## src/rtl/vga_timing_pkg.sv

```systemverilog
// Shared 640x480@60 raster constants for the timing, colour and
// frame-buffer blocks.
package vga_timing_pkg;

  localparam int H_VIS  = 640;
  localparam int H_FP   = 16;
  localparam int H_SYNC = 96;
  localparam int H_BP   = 48;

  localparam int V_VIS  = 480;
  localparam int V_FP   = 10;
  localparam int V_SYNC = 2;
  localparam int V_BP   = 33;

  localparam int H_TOTAL = H_VIS + H_FP + H_SYNC + H_BP;
  localparam int V_TOTAL = V_VIS + V_FP + V_SYNC + V_BP;

  // Level driven on hsync/vsync during the pulse.
  localparam logic SYNC_ON = 1'b0;

endpackage

```

## src/rtl/sync_delay.sv

```systemverilog
// Enabled shift register with a per-bit reset value; DEPTH=0 is a
// straight passthrough.
module sync_delay #(
  parameter int               WIDTH   = 1,
  parameter int               DEPTH   = 1,
  parameter logic [WIDTH-1:0] RST_VAL = '0
) (
  input  logic             clk,
  input  logic             rst_n,
  input  logic             en,
  input  logic [WIDTH-1:0] d,
  output logic [WIDTH-1:0] q
);

  if (DEPTH == 0) begin : g_pass
    logic unused;
    assign unused = ^{clk, rst_n, en};
    assign q = d;
  end else begin : g_pipe
    logic [WIDTH-1:0] stage [DEPTH];

    always_ff @(posedge clk or negedge rst_n) begin
      if (!rst_n) begin
        for (int i = 0; i < DEPTH; i++)
          stage[i] <= RST_VAL;
      end else if (en) begin
        stage[0] <= d;
        for (int i = 1; i < DEPTH; i++)
          stage[i] <= stage[i-1];
      end
    end

    assign q = stage[DEPTH-1];
  end

endmodule

```

## src/rtl/vga_timing_gen.sv

```systemverilog
// Raster scan counter with registered decodes aligned to pos, plus a
// delayed copy of active/hsync/vsync to meet the registered colour.
module vga_timing_gen
  import vga_timing_pkg::*;
#(
  parameter int H_VIS    = vga_timing_pkg::H_VIS,
  parameter int H_FP     = vga_timing_pkg::H_FP,
  parameter int H_SYNC   = vga_timing_pkg::H_SYNC,
  parameter int H_BP     = vga_timing_pkg::H_BP,
  parameter int V_VIS    = vga_timing_pkg::V_VIS,
  parameter int V_FP     = vga_timing_pkg::V_FP,
  parameter int V_SYNC   = vga_timing_pkg::V_SYNC,
  parameter int V_BP     = vga_timing_pkg::V_BP,
  parameter int POS_W    = 10,
  parameter int SYNC_DLY = 1
) (
  input  logic             clk25MHz,
  input  logic             rst_n,
  input  logic             en,
  output logic [POS_W-1:0] pos_x,
  output logic [POS_W-1:0] pos_y,
  output logic             active,
  output logic             hsync,
  output logic             vsync,
  output logic             line_start,
  output logic             frame_start,
  output logic             active_d,
  output logic             hsync_d,
  output logic             vsync_d
);

  typedef logic [POS_W-1:0] pos_t;

  localparam int H_TOT = H_VIS + H_FP + H_SYNC + H_BP;
  localparam int V_TOT = V_VIS + V_FP + V_SYNC + V_BP;

  localparam bit CFG_OK = (H_TOT - 1 < (1 << POS_W))
                       && (V_TOT - 1 < (1 << POS_W));

  // Inclusive bounds keep every constant within H/V_TOT-1.
  localparam pos_t X_LAST = pos_t'(H_TOT - 1);
  localparam pos_t Y_LAST = pos_t'(V_TOT - 1);
  localparam pos_t X_VEND = pos_t'(H_VIS - 1);
  localparam pos_t Y_VEND = pos_t'(V_VIS - 1);
  localparam pos_t HS_BEG = pos_t'(H_VIS + H_FP);
  localparam pos_t HS_END = pos_t'(H_VIS + H_FP + H_SYNC - 1);
  localparam pos_t VS_BEG = pos_t'(V_VIS + V_FP);
  localparam pos_t VS_END = pos_t'(V_VIS + V_FP + V_SYNC - 1);

  localparam logic [2:0] DLY_RST = {1'b0, ~SYNC_ON, ~SYNC_ON};

  pos_t next_x;
  pos_t next_y;
  logic x_wrap;
  logic in_act;
  logic in_hs;
  logic in_vs;
  logic [2:0] dly_q;

  always_comb begin
    x_wrap = (pos_x == X_LAST);
    next_x = x_wrap ? '0 : pos_x + pos_t'(1);
    next_y = pos_y;
    if (x_wrap)
      next_y = (pos_y == Y_LAST) ? '0 : pos_y + pos_t'(1);
  end

  assign in_act = (next_x <= X_VEND) && (next_y <= Y_VEND);
  assign in_hs  = (next_x >= HS_BEG) && (next_x <= HS_END);
  assign in_vs  = (next_y >= VS_BEG) && (next_y <= VS_END);

  always_ff @(posedge clk25MHz or negedge rst_n) begin
    if (!rst_n) begin
      pos_x       <= X_LAST;
      pos_y       <= Y_LAST;
      active      <= 1'b0;
      hsync       <= ~SYNC_ON;
      vsync       <= ~SYNC_ON;
      line_start  <= 1'b0;
      frame_start <= 1'b0;
    end else if (en) begin
      pos_x       <= next_x;
      pos_y       <= next_y;
      active      <= in_act;
      hsync       <= in_hs ? SYNC_ON : ~SYNC_ON;
      vsync       <= in_vs ? SYNC_ON : ~SYNC_ON;
      line_start  <= (next_x == '0);
      frame_start <= (next_x == '0) && (next_y == '0);
    end
  end

  sync_delay #(
    .WIDTH   (3),
    .DEPTH   (SYNC_DLY),
    .RST_VAL (DLY_RST)
  ) u_dly (
    .clk   (clk25MHz),
    .rst_n (rst_n),
    .en    (en),
    .d     ({active, hsync, vsync}),
    .q     (dly_q)
  );

  assign active_d = dly_q[2];
  assign hsync_d  = dly_q[1];
  assign vsync_d  = dly_q[0];

  cfg_ok_a: assert property (@(posedge clk25MHz) CFG_OK)
    else $error("vga_timing_gen: POS_W too small for H/V total");

endmodule

```

## config.mk

```make
export PLATFORM = sky130hd
export DESIGN_NAME = vga_timing_gen
export DESIGN_NICKNAME = d
export VERILOG_FILES = /design/src/rtl/vga_timing_pkg.sv /design/src/rtl/sync_delay.sv /design/src/rtl/vga_timing_gen.sv
export SDC_FILE = /design/constraint.sdc
export NUM_CORES = 1
export LEC_CHECK = 0
export CORE_ASPECT_RATIO = 0.9
export CORE_UTILIZATION = 30
export DETAILED_ROUTE_END_ITERATION = 8
export GPL_TIMING_DRIVEN = 0
export HOLD_SLACK_MARGIN = 0.12
export REMOVE_ABC_BUFFERS = 1
export SETUP_SLACK_MARGIN = 0.1
export SLEW_MARGIN = 5
export SYNTH_ARGS = -nofsm -noshare
export SYNTH_HDL_FRONTEND = slang
export SYNTH_SLANG_ARGS = --single-unit
export TNS_END_PERCENT = 20
```

## constraint.sdc

```tcl
create_clock -name clk25MHz -period 8.2 [get_ports clk25MHz]
set_input_delay 1.23 -clock clk25MHz [delete_from_list [all_inputs] [get_ports clk25MHz]]
set_output_delay 1.23 -clock clk25MHz [all_outputs]
set_load 0.02 [all_outputs]
```

==> reports/metrics.cfg <==
[synth]
yosysWarnings=0
async_flop_share=1.00
ys_types=54
postSynthAreaPerCell_sq_um=8.83
syn_area_sq_um=1890
synth_flop_cell=dfstp_2
syn_inst=214
ys_seq_area_frac=0.380
ys_seq_elements=28
synth-edff-count=0
synthTopCellsByArea=dfstp_2 (19%), dfrtp_1 (19%), xnor2_1 (5.6%)
synth_top_area_cell=dfstp_2
synth_top_area_share=0.195

[grt]
grt_max_degree=29
grt_overflow=0
grt_usage=0.144
grt_first_pass_wirelength_um=7600
first_global_vias=1497
antenna_found_initial=0

[setup_path]
cp.buffers_inverters=2
slowest_stage=clkdlybuf4s50_1
worstPathArrival_ns=3.51
r2r_start=pos_y[0]
r2r-end=vsync
cp_max_fo=22
timing.critical_path.from_type=primary input
cpPeakStageDelay_ns=1.04
cp_cell_sequence=clkdlybuf4s50_1, inv_1, or4b_1, o32a_1
required_ns=8.41
reg2reg_depth=8
r2r_setup_slack_ns=5.35
endpoint_kind=flop
path_delay_family=buffers and inverters
critPathKind=in2reg

[cts]
cts_setup_buffers=0
tritoncts.num_buffers=3
root_buffer=clkbuf_8
ctsLongestPathBuffers=2
holdBufCountCts=0
cts.clk_slew.worst_paths_ns=0.10
cts.sinks=28
insertion_delay_ns=0.28
cts_max_level=1
cts_tree=built
cts_resized=0

[sta]
slew_headroom=0.414
period_share=0.402
finClkSkew_ns=0.00320
timing.final.hold_violations=0
fin_crit_ns=3.29
maxSlewViolCount=0
tns_ns=0
hold_ws_ns=0.512
tightest_slew_ns=0.877
setup_viol=0
rsz0062_at_grt=no
max_freq_ghz=0.304

[routing]
m1WireLength_um=2220
met2_length_um=2060
ant_nets=0
firstDrtPassIters=4
vias_per_cell=5.07
wl_per_cell_um=14.3
drt-total-wl_um=4550
vias=1616
first_iter_violations=163
wl_met3_um=232
routed.top_layer=met4
drc=0

[placement]
io_buffers=30
gp_congestion=0.834
placed_cells=315
hpwl_um=3120

[die]
dieArea_sq_um=6620
rows=27
start_util=0.309
pin_count=31
die_w_um=85.7
core_sq_um=6110
die_h_um=77.3

[layout]
diodes=0
syn_to_final_growth_pct=18.0
fin_cells=319
drive_gt1_frac=0.121
layout_commonest_cell=clkdlybuf4s50_1
mostFrequentLayoutCells=clkdlybuf4s50_1 (29), nand2_1 (26), nor2_1 (19), dfrtp_1 (14), dfstp_2 (14)
final_nets=240

[flow_run]
cap_violations=0

[power_and_ir_drop]
p_leak_nw=0.799
peakVddDrop_uv=69.3
power.density_nw_per_um2=197

[worst_hold_path]
holdPathStages=2
holdPathEnd=hsync
hold_start=hsync
hp-class=reg2reg

[run_status]
status=completed

==> registers in the layout, summed over array words and instances (netlist names) <==
name,cells
vsync,1
u_dly.q,3
frame_start,1
line_start,1
active,1
pos_x,10
pos_y,10
hsync,1
==> layout make-up <==
class | count | area, sq um
clock buffer | 4 | 45.0
fill | 654 | 3880
inverter | 8 | 30.0
multi-input combinational | 162 | 1030
sequential | 28 | 718
tap | 87 | 109
timing repair buffer | 30 | 295
==> worst max path at each step <==
stage               startpoint    end  slack [ns]  depth (start not counted)
global placement            en  vsync        4.60                          4
finish                      en  vsync        4.91                          4
floorplan             pos_y[0]  vsync        5.49                          8
detailed placement          en  vsync        4.57                          4
global route                en  vsync        4.74                          4
CTS                         en  vsync        4.88                          4
==> kinds of logic (layout without fill, tap and decap cells) <==
logic type / after synthesis / after routing / share of synthesized area
adders and majority gates: 4 / 4 / 0.0265
DFF: 28 / 28 / 0.380
xor gates and xnor gates: 15 / 15 / 0.0695
and+or+nand+nor: 90 / 90 / 0.245
buffers and inverters: 24 / 42 / 0.0735
muxes: 6 / 6 / 0.0338
AOI/OAI and AO/OA: 47 / 47 / 0.172
==> worst register-to-register path, cell delays in order (launching register included) <==
cell and delay (ns):
dfrtp_1 0.44, inv_1 0.13, ha_1 0.15, or4b_4 0.45
or4_1 0.57, a21oi_2 0.17, nor2_1 0.09, or4b_1 0.48
o32a_1 0.30
==> metal layers <==
layer / GRT usage / vias up
li1: - / 810
met1: 0.213 / 759
met2: 0.219 / 42
met3: 0.0215 / 5
met4: 0.0317 / 0
met5: 0 / -
==> cell usage after synthesis (all sizes together), types with 2 or more instances <==
cell,number
or4,2
a2111oi,2
a311o,2
or4b,2
and3,2
nor3,6
clkbuf,8
ha,4
o32a,2
o31ai,4
mux2i,3
and4,3
nand2b,2
and2,4
inv,8
nand4,9
xnor2,12
a21oi,14
nand3,7
a31oi,3
dfstp,14
nor2,20
o21ai,7
a22o,2
mux2,3
nand2,26
a211oi,2
xor2,3
dfrtp,14
nor4,2
buf,8
==> power by group <==
group / leakage, nW / total [mW] / internal, mW / switching (mW)
clock network: 0.0228 / 0.0803 / 0.0349 / 0.0454
registers: 0.335 / 0.211 / 0.167 / 0.0440
logic: 0.441 / 0.150 / 0.0723 / 0.0772
==> stage by stage <==
step | total power [mW] | cell area, sq um | worst slack (ns) | utilization
after CTS | 0.444 | 2230 | 4.88 | 0.365
after detailed placement | 0.362 | 2190 | 4.57 | 0.357
after global placement | 0.360 | 2190 | 4.60 | 0.358
final | 0.440 | 2230 | 4.91 | 0.365
after global routing | 0.469 | 2230 | 4.74 | 0.365
after floorplan | 0.296 | 1780 | 5.49 | -
No activity file was read; power rests on OpenSTA's default activity.
==> variant 1, RTL diff (same settings) <==
Reset style: synchronous (`rst_n`), changed in 2 clocked blocks.
--- a/src/rtl/sync_delay.sv
+++ b/src/rtl/sync_delay.sv
@@ -20,5 +20,5 @@
     logic [WIDTH-1:0] stage [DEPTH];
 
-    always_ff @(posedge clk or negedge rst_n) begin
+    always_ff @(posedge clk) begin
       if (!rst_n) begin
         for (int i = 0; i < DEPTH; i++)
--- a/src/rtl/vga_timing_gen.sv
+++ b/src/rtl/vga_timing_gen.sv
@@ -70,5 +70,5 @@
   assign in_vs  = (next_y >= VS_BEG) && (next_y <= VS_END);
 
-  always_ff @(posedge clk25MHz or negedge rst_n) begin
+  always_ff @(posedge clk25MHz) begin
     if (!rst_n) begin
       pos_x       <= X_LAST;
Formal check against the unedited RTL: differs if rst_n is asserted again (counterexample within 4 cycles, from zero or initial values and one cycle with rst_n low); with rst_n held inactive, the same outputs for 10 cycles.
==> variant 1 against the unedited design <==
- via count rose by 8.8%
- setup slack gained 82 ps
- count of clock-buffer cells in the layout decreased by 1
- total power rose by 1.9%
- sequential share of layout area is 5.5 points lower
- area after synthesis shrank 3.9%
- synthesized cell count up 8.9%
- the flow now finishes with violations (design-rule violations)
- critical path type unchanged
- sequential cell count unchanged
- first-iteration DRC count is 34% lower
- critical path depth is 2 higher
- combinational power grew 5%
- wire length is 2.8% higher
- clock skew up 4.6 ps
- design area fell by 0.95%
==> variant 1: results (changes against the unedited design) <==
| Metric | Value |
|---|---|
| Destination of the worst hold path | `line_start` |
| Worst Path Arrival | `3400 ps (-110 ps)` |
| Number of synthesized flops with an enable pin | `3 (+3)` |
| Met1 track demand over resource | `21.6% (+0.36 points)` |
| Reported sequential group power | `0.000176 W (-17%)` |
| Transition at the pin with the smallest max-transition slack | `659 ps (-218 ps)` |
| Combinational power share | `35.2% (+1.2 points)` |
| Sequential-to-total area share from yosys stat | `32.5% (-5.5 points)` |
| Mux contribution to synthesized area | `0.551% (-2.8 points)` |
| Worst-case vdd ir drop | `0.0000708 V (+2.2%)` |
| Fraction of final layout cells with drive strength greater than 1 | `2.39% (-9.7 points)` |
| Launch point of the critical path | `rst_n` |
| Number of violations reported at the end of detailed-routing iteration 0 | `108 (-34%)` |
| Power Internal | `0.000282 W (+2.9%)` |
| Worst setup slack before clock tree synthesis | `4670 ps (+96.2 ps)` |
| Kind of cell adding the most delay to the critical path | `simple AND/OR/NAND/NOR gates` |
| Cell count after placement | `317 (+0.63%)` |
| Critical register-to-register path endpoint | `frame_start` |
| Post-detailed-routing wire length | `4.68 mm (+2.8%)` |
| Most common library cells after synthesis | `sky130_fd_sc_hd__dfxtp_1, sky130_fd_sc_hd__nand2_1, sky130_fd_sc_hd__o21ai_0, sky130_fd_sc_hd__nor2_1, sky130_fd_sc_hd__a21oi_1` |
| Met1 layer wirelength in the final routing | `2.38 mm (+7.3%)` |
| Maximum clock skew at final layout | `7.83 ps (+4.63 ps)` |
| Fill cells | `587 (-10%)` |
| Worst Min Path Start | `line_start` |
| Count of nets after finishing | `259 (+7.9%)` |
| Status | `finished with violations` |
| Destination of the critical timing path | `hsync` |
| Amount of wire on met2 after detailed routing | `1.97 mm (-4.3%)` |
| Placed Area | `0.00214 sq mm (-2.2%)` |
| Maximum net fanout on the critical path | `19 (-14%)` |
| M2 GR Usage | `24.3% (+2.4 points)` |
| Delay of the slowest critical-path stage | `890 ps (-150 ps)` |
| Remaining design rule violation count | `6 (+6)` |
| Violations in the final reports | `design-rule violations` |
| Slack of the worst reg-to-reg path | `5700 ps (+350 ps)` |
| Worst-case hold slack | `482 ps (-29.9 ps)` |
| Grt met3 use | `2.17% (+0.014 points)` |
| Wire length on met3 | `292 um (+26%)` |
| Arithmetic-cell share of the synthesized area counting full adders, half adders and majority gates | `2.75% (+0.11 points)` |
| Proportion of synthesized flip-flops having asynchronous set or reset | `0% (-100 points)` |
| Wire length of the first global-routing pass | `7.80 mm (+2.6%)` |
| Drt pass-1 iters | `7 (+3)` |
| Synth Area in Compound Gates | `19.8% (+2.6 points)` |
| Largest cells by area after synthesis | `sky130_fd_sc_hd__dfxtp_1, sky130_fd_sc_hd__nand2_1, sky130_fd_sc_hd__edfxtp_1, sky130_fd_sc_hd__o21ai_0, sky130_fd_sc_hd__a21oi_1` |
| Most used flip-flop cell after synthesis | `sky130_fd_sc_hd__dfxtp_1` |
## variant 1: changes by cell type after synthesis, moves of 4 or more
cell,unedited run,this run
sky130_fd_sc_hd__dfrtp_1,14,0
sky130_fd_sc_hd__nor2_1,19,15
sky130_fd_sc_hd__dfxtp_1,0,25
sky130_fd_sc_hd__buf_6,5,0
sky130_fd_sc_hd__nand3_1,7,13
sky130_fd_sc_hd__o21ai_0,7,16
sky130_fd_sc_hd__and3_1,2,10
sky130_fd_sc_hd__a21boi_0,0,4
sky130_fd_sc_hd__xor2_1,3,8
sky130_fd_sc_hd__xnor2_1,12,5
sky130_fd_sc_hd__clkbuf_1,6,11
sky130_fd_sc_hd__dfstp_2,14,0
## variant 1: cell type report
type | instances | area (sq um) | area share, %
multi-input cells | 183 | 1140 | 51.5
flip-flops and latches | 28 | 591 | 26.7
repair buffers | 30 | 300 | 13.6
well taps | 70 | 87.6 | 3.96
clock buffers | 3 | 41.3 | 1.87
clock inverters | 1 | 30.0 | 1.36
inverters | 6 | 22.5 | 1.02
==> variant 2, RTL diff (same flow settings) <==
Without the edit above. `POS_W`: 10 -> 11.
--- a/src/rtl/vga_timing_gen.sv
+++ b/src/rtl/vga_timing_gen.sv
@@ -12,5 +12,5 @@
   parameter int V_SYNC   = vga_timing_pkg::V_SYNC,
   parameter int V_BP     = vga_timing_pkg::V_BP,
-  parameter int POS_W    = 10,
+  parameter int POS_W    = 11,
   parameter int SYNC_DLY = 1
 ) (
Interface: changed (resized pos_x and pos_y); port bits go from 31 to 33. The function was not compared with the original's and may differ.
==> variant 2 against the unedited design <==
- final cell count increased by 17%
- critical path type unchanged
- area after synthesis grew 15%
- synthesized cell count grew 21%
- design area rose by 18%
- count of clock-buffer cells in the layout up 4
- sequential cell count is 2 higher
- clock power is 81% higher
- register-to-register slack got worse by 270 ps
- total power is 14% higher
- clock skew is 3.9 ps higher
- die area is 15% higher
- setup slack improved by 80 ps
- wire length rose by 24%
==> variant 2: results (changes against the unedited design) <==
| Metric | Value |
|---|---|
| Status | `finished clean` |
| Sequential-to-total area share from yosys stat | `35.4% (-2.6 points)` |
| Most common library cells after synthesis | `sky130_fd_sc_hd__nand2_1, sky130_fd_sc_hd__nor2_1, sky130_fd_sc_hd__nand3_1, sky130_fd_sc_hd__dfrtp_1` |
| Hpwl dp | `3.93 mm (+26%)` |
| Worst R2R Path Depth | `7 (-1)` |
| Mux contribution to synthesized area | `3.00% (-0.38 points)` |
| Most used flip-flop cell after synthesis | `sky130_fd_sc_hd__dfrtp_1` |
| Largest net degree at the start of global routing | `31 (+6.9%)` |
| Worst Path Arrival | `3450 ps (-60 ps)` |
| Maximum net fanout on the critical path | `30 (+36%)` |
| Slack of the worst reg-to-reg path | `5080 ps (-270 ps)` |
| Weighted congestion reported at the end of routability-driven placement | `0.829 (-0.67%)` |
| Gr usage total | `15.9% (+1.5 points)` |
| Worst-case vdd ir drop | `0.0000733 V (+5.8%)` |
| Delay of the slowest critical-path stage | `1210 ps (+170 ps)` |
| Reg-to-reg critical path startpoint | `pos_x[1]` |
| Detailed-route wire length per cell | `15.1 um (+6.3%)` |
| Arithmetic-cell share of the synthesized area counting full adders, half adders and majority gates | `2.30% (-0.34 points)` |
| Worst slew margin relative to its limit | `24.6% (-17 points)` |
| CTS HTree Levels | `2 (+1)` |
| Non-filler cells in the finished layout | `372 (+17%)` |
| Largest cells by area after synthesis | `sky130_fd_sc_hd__dfrtp_1, sky130_fd_sc_hd__dfstp_2, sky130_fd_sc_hd__xnor2_1, sky130_fd_sc_hd__nand2_1, sky130_fd_sc_hd__nand3_1` |
| Via count of the routed design | `2071 (+28%)` |
| Total CTS buffers | `5 (+2)` |
| Worst setup slack before clock tree synthesis | `4630 ps (+53.2 ps)` |
| Number of violations reported at the end of detailed-routing iteration 0 | `220 (+35%)` |
| Worst Min Path Start | `u_dly.q[2]` |
| Netlist cell types | `53 (-1.9%)` |
| Destination of the worst hold path | `u_dly.q[2]` |
| Fraction of final layout cells with drive strength greater than 1 | `13.3% (+1.2 points)` |
| Count of nets after finishing | `285 (+19%)` |
| Reg clk slew, reported paths | `70 ps (-30 ps)` |
| Number of cells produced by synthesis | `258 (+21%)` |
| Area taken by flip-flops and latches | `768 sq um (+7.0%)` |
| WHS Path Cells | `1 (-1)` |
| Cell count after placement | `364 (+16%)` |
[variant 2: changes by cell type after synthesis, sizes merged, moves of 3 or more]
| cell | unedited run | this run |
|---|---|---|
| nand3 | 7 | 17 |
| a21oi | 14 | 7 |
| o21ai | 7 | 14 |
| clkbuf | 8 | 14 |
| a31oi | 3 | 7 |
| nor4 | 2 | 6 |
| a211oi | 2 | 5 |
| buf | 8 | 5 |
| xor2 | 3 | 6 |
[variant 2: logic make-up after synthesis]
group	Yosys count
adder cells (fa/ha/maj)	4
multiplexers	6
buffers and inverters	29
flip-flops	30
AND/OR/NAND/NOR	111
AO/OA/AOI/OAI	59
XOR/XNOR	19
[variant 2: report_power, final]
part	switching [W]	internal, W	total, W
Sequential	0.0000427	0.000172	0.000215
Clock	0.0000605	0.0000847	0.000145
Combinational	0.0000767	0.0000668	0.000143
[variant 2: how the worst max path moves through the flow]
stage                         from  slack (ps)  cells after the start     endpoint
final                           en        4990                      6  frame_start
after global routing            en        4730                      6  frame_start
after CTS                       en        4930                      6  frame_start
after detailed placement        en        4630                      6  frame_start
after global placement          en        4620                      6  frame_start
after floorplan           pos_x[5]        5410                      6       active
[variant 2: critical path: cells and delay by family]
| kind | cells | cell delay [ps] |
|---|---|---|
| compound gates | 3 | 620 |
| buf+inv | 1 | 1210 |
| simple gates | 2 | 370 |
[variant 2: cell type report]
class | instances | area share [%]
Clock buffer | 8 | 4.18
Inverter | 10 | 1.42
Multi-Input combinational cell | 199 | 48.9
Sequential cell | 30 | 29.1
Tap cell | 93 | 4.41
Timing Repair Buffer | 32 | 12.0
[variant 2: layer usage]
layer	part of all wire (%)	global-route usage, %	wire (um)
met1	48	21.3	2690
met2	45	25.4	2550
met3	4.6	3.39	259
met4	2.3	5.94	132
met5	0	0	0
